--- src/rtl/tiger_hex_led_ctrl.sv ---
// Avalon-MM peripheral: 7-seg digits with per-digit blank/blink, red/green LED banks.
// Writes land at the write edge; outputs follow one cycle later. Readback build: TIGER_HEX_LED_READBACK_EN.
module tiger_hex_led_ctrl #(
    parameter int NUM_DIGITS = 8,
    parameter int LEDR_W     = 18,
    parameter int LEDG_W     = 9,
    parameter int DIV_W      = 24,
    parameter int BLINK_RST  = 12500000
) (
    input  logic                    clk,
    input  logic                    reset,
    input  logic [2:0]              address,
    input  logic                    write,
    input  logic [31:0]             writedata,
    input  logic                    read,
    output logic [31:0]             readdata,
    output logic [7*NUM_DIGITS-1:0] hex_out,
    output logic [LEDR_W-1:0]       ledr,
    output logic [LEDG_W-1:0]       ledg
);

    localparam int DW = 4 * NUM_DIGITS;

    logic [DW-1:0]           data_q, data_d;
    logic [NUM_DIGITS-1:0]   blank_q, blank_d;
    logic [NUM_DIGITS-1:0]   blink_q, blink_d;
    logic [LEDR_W-1:0]       ledr_reg_q, ledr_reg_d;
    logic [LEDG_W-1:0]       ledg_reg_q, ledg_reg_d;
    logic [DIV_W-1:0]        div_q, div_d;
    logic [DIV_W-1:0]        cnt_q, cnt_d;
    logic                    phase_q, phase_d;
    logic [7*NUM_DIGITS-1:0] hex_q, hex_d;
    logic [LEDR_W-1:0]       ledr_q, ledr_d;
    logic [LEDG_W-1:0]       ledg_q, ledg_d;
    logic                    div_wr;

    function automatic logic [6:0] hex_font(input logic [3:0] n);
        logic [6:0] seg;
        case (n)
            4'h0: seg = 7'h40;
            4'h1: seg = 7'h79;
            4'h2: seg = 7'h24;
            4'h3: seg = 7'h30;
            4'h4: seg = 7'h19;
            4'h5: seg = 7'h12;
            4'h6: seg = 7'h02;
            4'h7: seg = 7'h78;
            4'h8: seg = 7'h00;
            4'h9: seg = 7'h10;
            4'hA: seg = 7'h08;
            4'hB: seg = 7'h03;
            4'hC: seg = 7'h46;
            4'hD: seg = 7'h21;
            4'hE: seg = 7'h06;
            default: seg = 7'h0E;
        endcase
        return seg;
    endfunction

    assign div_wr = write && (address == 3'd4);

    always_comb begin
        data_d     = data_q;
        blank_d    = blank_q;
        blink_d    = blink_q;
        ledr_reg_d = ledr_reg_q;
        ledg_reg_d = ledg_reg_q;
        div_d      = div_q;
        if (write) begin
            case (address)
                3'd0: data_d = writedata[DW-1:0];
                3'd1: begin
                    blank_d = writedata[NUM_DIGITS-1:0];
                    blink_d = writedata[8 +: NUM_DIGITS];
                end
                3'd2: ledr_reg_d = writedata[LEDR_W-1:0];
                3'd3: ledg_reg_d = writedata[LEDG_W-1:0];
                3'd4: div_d      = writedata[DIV_W-1:0];
                default: ;
            endcase
        end
    end

    // A divider write reloads the counter and pre-empts the terminal-count toggle.
    always_comb begin
        cnt_d   = cnt_q;
        phase_d = phase_q;
        if (div_wr) begin
            cnt_d = writedata[DIV_W-1:0];
        end else if (cnt_q == '0) begin
            if (div_q != '0) begin
                cnt_d   = div_q;
                phase_d = ~phase_q;
            end
        end else begin
            cnt_d = cnt_q - DIV_W'(1);
        end
    end

    always_comb begin
        hex_d = '1;
        for (int i = 0; i < NUM_DIGITS; i++) begin
            if (blank_q[i] || (blink_q[i] && phase_q))
                hex_d[7*i +: 7] = 7'h7F;
            else
                hex_d[7*i +: 7] = hex_font(data_q[4*i +: 4]);
        end
        ledr_d = ledr_reg_q;
        ledg_d = ledg_reg_q;
    end

    always_ff @(posedge clk or posedge reset) begin
        if (reset) begin
            data_q     <= '0;
            blank_q    <= '1;
            blink_q    <= '0;
            ledr_reg_q <= '0;
            ledg_reg_q <= '0;
            div_q      <= DIV_W'(BLINK_RST);
            cnt_q      <= DIV_W'(BLINK_RST);
            phase_q    <= 1'b0;
            hex_q      <= '1;
            ledr_q     <= '0;
            ledg_q     <= '0;
        end else begin
            data_q     <= data_d;
            blank_q    <= blank_d;
            blink_q    <= blink_d;
            ledr_reg_q <= ledr_reg_d;
            ledg_reg_q <= ledg_reg_d;
            div_q      <= div_d;
            cnt_q      <= cnt_d;
            phase_q    <= phase_d;
            hex_q      <= hex_d;
            ledr_q     <= ledr_d;
            ledg_q     <= ledg_d;
        end
    end

    assign hex_out = hex_q;
    assign ledr    = ledr_q;
    assign ledg    = ledg_q;

`ifdef TIGER_HEX_LED_READBACK_EN
    logic [31:0] readdata_q, readdata_d;

    // Reads sample the pre-write state, so a same-cycle write is not visible.
    always_comb begin
        readdata_d = '0;
        if (read) begin
            case (address)
                3'd0: readdata_d = 32'(data_q);
                3'd1: readdata_d = {16'b0, 8'(blink_q), 8'(blank_q)};
                3'd2: readdata_d = 32'(ledr_reg_q);
                3'd3: readdata_d = 32'(ledg_reg_q);
                3'd4: readdata_d = 32'(div_q);
                3'd5: readdata_d = {31'b0, phase_q};
                default: readdata_d = '0;
            endcase
        end
    end

    always_ff @(posedge clk or posedge reset) begin
        if (reset) readdata_q <= '0;
        else       readdata_q <= readdata_d;
    end

    assign readdata = readdata_q;
`else
    logic unused_read;
    assign unused_read = read;
    assign readdata    = '0;
`endif

endmodule

--- config.mk ---
export PLATFORM = sky130hd
export DESIGN_NAME = tiger_hex_led_ctrl
export DESIGN_NICKNAME = d
export VERILOG_FILES = /design/src/rtl/tiger_hex_led_ctrl.sv
export SDC_FILE = /design/constraint.sdc
export NUM_CORES = 1
export LEC_CHECK = 0
export CAP_MARGIN = 20
export CORE_MARGIN = 2
export CORE_UTILIZATION = 35
export DETAILED_ROUTE_END_ITERATION = 10
export GPL_TIMING_DRIVEN = 1
export PLACE_DENSITY_LB_ADDON = 0.15
export SETUP_SLACK_MARGIN = 0.3
export SYNTH_ARGS = -nofsm -noshare
export SYNTH_HDL_FRONTEND = slang
export SYNTH_SLANG_ARGS = --single-unit
--- constraint.sdc ---
create_clock -name clk -period 25 [get_ports clk]
set_clock_uncertainty 0.2 [all_clocks]
set_input_delay 7.5 -clock clk [delete_from_list [all_inputs] [get_ports clk]]
set_output_delay 7.5 -clock clk [all_outputs]
set_load 0.02 [all_outputs]
==> metrics.md <==
| Metric | Value |
|---|---|
| Most common cell after layout, fill and taps aside | `nand2_1` |
| Crit path from | `hex_out[27]` |
| Setup TNS Final | `0 ps` |
| Distinct cells, synth | `56` |
| Mapped Cells | `865` |
| Levels on crit path | `1` |
| Minimum clock period | `9340 ps` |
| Setup violators final | `0` |
| R2R depth | `4` |
| Gp weighted congestion | `0.803` |
| Area leader, netlist | `dfrtp_1` |
| Vias in the first global route | `6,587` |
| M1 WL | `10,100 microns` |
| DRT iter0 DRCs | `453` |
| Power Density | `98.9 mW/mm^2` |
| Die X | `172 microns` |
| Crit path capture type | `output pin` |
| Worst path cell trace | `clkdlybuf4s50_1` |
| Unrepaired setup endpoints after global routing | `no` |
| Layout cells sized above 1 | `20.1%` |
| Port bufs | `120` |
| CP max FO | `1` |
| Initial antenna violation count | `0` |
| Starting density of the core | `35.5%` |
| Critical R2R Launch | `cnt_q[14]` |
| Post-synthesis sequential area ratio | `53.8%` |
| Worst R2R End | `cnt_q[7]` |
| Final hold vios | `0` |
| TritonCTS Buffers | `24` |
| Grt ovf | `0` |
| First-pass GRT wire length | `35,500 microns` |
| Total number of vias | `6,602` |
| H-tree Lvls | `1` |
| Worst stage delay on the critical path | `620 ps` |
| Max Buffers Root-to-Sink | `3` |
| Clk_lat worst skew | `510 ps` |
| GRT Resource Usage Total | `15.1%` |
| Netlist Area Pre-Place | `0.00983 sq mm` |
| Hold-fix buffers at CTS | `0` |
| Site Rows | `61` |
| Critical Path RT | `17,300 ps` |
| Largest net degree at the start of global routing | `135` |
| Final #Nets | `1,074` |
| Wire per inst | `16.0 microns` |
| WL met3 | `1020 microns` |
| Die height | `172 microns` |
| Worst-path clk slew | `60 ps` |
| Fmax | `107 MHz` |
| Post-cts resize count | `0` |
| Commonest non-fill, non-tap cells in the layout | `nand2_1, clkdlybuf4s50_1, dfrtp_1, dfstp_2, mux2_2` |
| CTS tree | `done` |
| Crit path buf inv count | `1` |
| Max_cap viols | `0` |
| Flop2flop setup slack | `22,130 ps` |
| Postcts setup bufs | `0` |
| Worst Path Class, Setup | `reg -> out` |
| Residual DRC | `0` |
| CTS sink count | `207` |
| Final Cycle Share | `37.3%` |
| Root Buffer | `clkbuf_16` |
| Delay-heaviest family, CP | `buffers and inverters` |
| Max-slew headroom | `32.5%` |
| Crit path to | `hex_out[27]` |
| Vias/cell | `4.78` |
| First-pass DRT Iterations | `4` |
| Placement Cell Area | `0.0113 sq mm` |
| Status | `finished, final reports clean` |
| Slowest-stage cell, CP | `clkdlybuf4s50_1` |
| Yosys reg bits | `207` |
| LEAKAGE | `5.11 nW` |
| Final core area utilization | `43.9%` |
| Number of synthesized flops with an enable pin | `0` |
| Min-Delay Path Class | `reg -> reg` |
| Top cell type's share of synthesized area | `30.3%` |
| DR WL met2 | `10,600 microns` |
| I/O pin cnt | `154` |
| Area contributors post-synth | `dfrtp_1, dfstp_2, ha_1` |
| Die footprint | `0.0295 sq mm` |
| Fin area | `0.0122 sq mm` |
| Area grow syn2layout | `23.8%` |
| Final hold slack | `166 ps` |
| FFs w/ async S/R, synth | `100%` |
| HPWL after detailed placement | `15,200 microns` |
| Detailed Route WL | `22,100 microns` |
| Antenna viol nets, final | `0` |
| Least-Margin Pin Slew | `1010 ps` |
| Fin. max-slew vios | `0` |
| Top sig layer | `met4` |
| Worst IR Drop VDD | `0.0000393 V` |
| Yosys warnings | `0` |
| Diodes inserted | `0` |
| Syn avg cell area | `11.4 sq um` |
| Worst EP arrival | `1640 ps` |
| Worst setup SP type | `flop` |
| Core area | `0.0277 sq mm` |
| Prevailing post-synth register cell | `dfrtp_1` |
[sequential cells by signal, summed over array words and instances, names as in the netlist]
name and flops:
ledr_d 18, div_q 24, blank_q 8, ledg 9
cnt_q 24, ledg_d 9, ledr 18, blink_q 8
data_q 32, phase_q 1, hex_out 56
[logic make-up (layout without fill, tap and decap cells)]
| kind of cell | Yosys count | count (layout) | synth area share (%) |
|---|---|---|---|
| simple gates | 241 | 241 | 11.7 |
| flops | 207 | 207 | 53.8 |
| compound gates | 160 | 160 | 11.1 |
| buf+inv | 108 | 215 | 5.46 |
| mux | 87 | 87 | 10.6 |
| fa+ha+maj | 50 | 50 | 6.36 |
| xor+xnor | 11 | 11 | 0.980 |
| other cells | 1 | 32 | 0.0381 |
[worst min-delay path by stage]
stage,end,cells past startpoint,from,slack (ps)
5_1_grt,ledr[4],0,ledr_d[4],170
2_1_floorplan,ledg[0],0,ledg_d[0],150
4_1_cts,ledg[8],0,ledg_d[8],170
6_report,ledr[4],0,ledr_d[4],170
3_3_place_gp,ledg[0],0,ledg_d[0],150
3_5_place_dp,ledg[8],0,ledg_d[8],160
[synthesized netlist by cell type (2+ instances only)]
master and n:
nand2_1 134, nor3_1 13, or4_1 2, buf_1 2, or3_1 6, mux2_2 53
mux2i_1 25, o21ai_0 40, o221ai_1 3, a21o_1 8, inv_1 44, o21ai_1 12
mux4_2 8, nor2_1 20, xnor2_1 8, nand2b_1 19, nor4bb_1 2, o31ai_1 10
o311ai_0 16, a21boi_0 16, nand3_1 12, nor4_1 13, nand4_1 6, o31a_1 3
o211ai_1 36, ha_1 50, buf_2 3, a21oi_1 8, dfstp_2 88, buf_4 32
clkbuf_1 26, nor3_2 3, xor2_1 3, dfrtp_1 119
[stage by stage]
step | total power [mW] | setup WS [ps] | instances
floorplan | 0.723 | 11790 | 896
global placement | 0.851 | 15020 | 1336
detailed placement | 0.855 | 15030 | 1336
CTS | 1.22 | 15560 | 1380
global route | 1.28 | 15320 | 1381
finish | 1.20 | 15660 | 1381
[layout make-up]
class,count,area [sq um]
Clock inverter,6,104
Timing Repair Buffer,127,1260
Fill cell,2577,15500
Inverter,44,173
Tap cell,378,473
Clock buffer,38,714
Multi-Input combinational cell,581,4160
Sequential cell,207,5290
[power breakdown]
group | internal, mW | total (mW) | switching (mW)
clock | 0.226 | 0.359 | 0.133
combinational | 0.159 | 0.334 | 0.175
sequential | 0.448 | 0.511 | 0.0637
total | 0.832 | 1.20 | 0.372
[routing by layer]
metal  vias up  GRT usage [%]
met5         -              0
met3        30           2.28
met1      3238           20.9
met2       122           24.9
li1       3212              -
met4         0           3.80
Power figures use the tool's default switching activity.
==> edit: new RTL, same flow settings <==
Build with the macro `TIGER_HEX_LED_READBACK_EN` defined.
--- a/src/rtl/tiger_hex_led_ctrl.sv
+++ b/src/rtl/tiger_hex_led_ctrl.sv
@@ -1,5 +1,7 @@
 // Avalon-MM peripheral: 7-seg digits with per-digit blank/blink, red/green LED banks.
 // Writes land at the write edge; outputs follow one cycle later. Readback build: TIGER_HEX_LED_READBACK_EN.
+`define TIGER_HEX_LED_READBACK_EN
+
 module tiger_hex_led_ctrl #(
     parameter int NUM_DIGITS = 8,
     parameter int LEDR_W     = 18,
Behaviour: not the same (a bounded check fails within 4 cycles, from zero or initial values and one cycle with reset high).
==> edit against the unedited design <==
  * Routed wire length is 33% higher
  * Non-clock buffer count is 36 higher
  * Die area is 13% higher
  * Synthesized cell count is 15% higher
  * Setup slack worse by 970 ps
  * Clock power is 5% higher
  * Final area is 15% higher
  * First-iteration DRC count is 9.1% higher
  * Synthesized area is 14% higher
  * Sequential cell count is 32 higher
  * Power is 9.7% higher
  * Critical endpoint is now blink_q[6]
  * Largest cell class unchanged
  * Highest routed layer unchanged
==> edit: results (changes against the unedited design) <==
[run_status]
status=finished clean

[setup_path]
crit_path_max_incr_delay_ps=770  ; +150 ps
crit-reg2reg-launch=cnt_q[4]
crit_fanout=18  ; +17
crit_slowest_cell=nor2_1
setup.worst_path.end=blink_q[6]

[power]
pg_clk_w=0.000377  ; +5%
p_seq_frac=0.446  ; +0.021
leakage_nw=5.79  ; +13%
ir_drop_v=0.0000465  ; +18%
p_int_w=0.000896  ; +7.6%

[clocking]
clock_latency_ps=540  ; +30 ps
numCtsBuffers=27  ; +13%

[placement]
dp_slack_ps=14140  ; -895 ps
portBuffers=153  ; +28%
dp_hpwl_um=20700  ; +37%
routabilityCongestion=0.805  ; +0.25%

[yosys]
muxShareOfSynthArea=0.0989  ; -0.00668
synth_compound_area_frac=0.133  ; +0.0223
synthTopCellsByCount=151 x dfrtp_1, 138 x nand2_1, 88 x dfstp_2
synth-xor-area-share=0.0110  ; +0.00117
synth_cell_types=59  ; +5.4%
synth_area_leaders=dfrtp_1 34%, dfstp_2 21%, mux2_2 5.6%, ha_1 5.6%, nand2_1 4.6%

[routing]
dr.pass1.iters=5  ; +1
wl_met3_um=1340  ; +30%
dr_wl_met2_um=14200  ; +35%
wl_per_cell_um=18.9  ; +18%
drtIter0Drc=494  ; +9.1%
wl_met1_um=13400  ; +33%

[global_routing]
grt_pass1_vias=7991  ; +21%
grtUsageMet2=0.299  ; +0.0503
met1_usage=0.250  ; +0.0416
grt_usage=0.178  ; +0.0274
grt_max_degree=114  ; -16%
use_met3=0.0214  ; -0.00133
grt_pass1_wl_um=46900  ; +32%

[layout]
drive_above_1_share=0.183  ; -0.0183
nNetsFinal=1226  ; +14%

[sta]
worst_slack_ps=14690  ; -972 ps
whs_ps=203  ; +37.1 ps

-- edit: layout make-up --
cell class	instances	area [um2]
timing repair buffer	163	1610
sequential	239	6090
clock inverter	4	28.8
multi-input combinational	669	4750
inverter	37	146
fill	2956	17500
clock buffer	46	827
tap	402	503
-- edit: how the worst min path moves through the flow --
| stage | from | to | cells past startpoint |
|---|---|---|---|
| after CTS | ledg_d[2] | ledg[2] | 0 |
| after detailed placement | ledg_d[2] | ledg[2] | 0 |
| final | ledg_d[2] | ledg[2] | 0 |
| after global placement | ledg_d[0] | ledg[0] | 0 |
| after floorplan | ledg_d[0] | ledg[0] | 0 |
| after global routing | ledg_d[2] | ledg[2] | 0 |
-- edit: critical path, delay by kind of cell --
kind	cells	cell delay, ps
buffers and inverters	1	760
muxes	1	400
and+or+nand+nor	3	1840
-- edit: stage by stage --
step,area (um2),std cells
after floorplan,11200,996
after global placement,13100,1510
after detailed placement,13100,1510
after CTS,13900,1560
after global routing,13900,1560
final,13900,1560
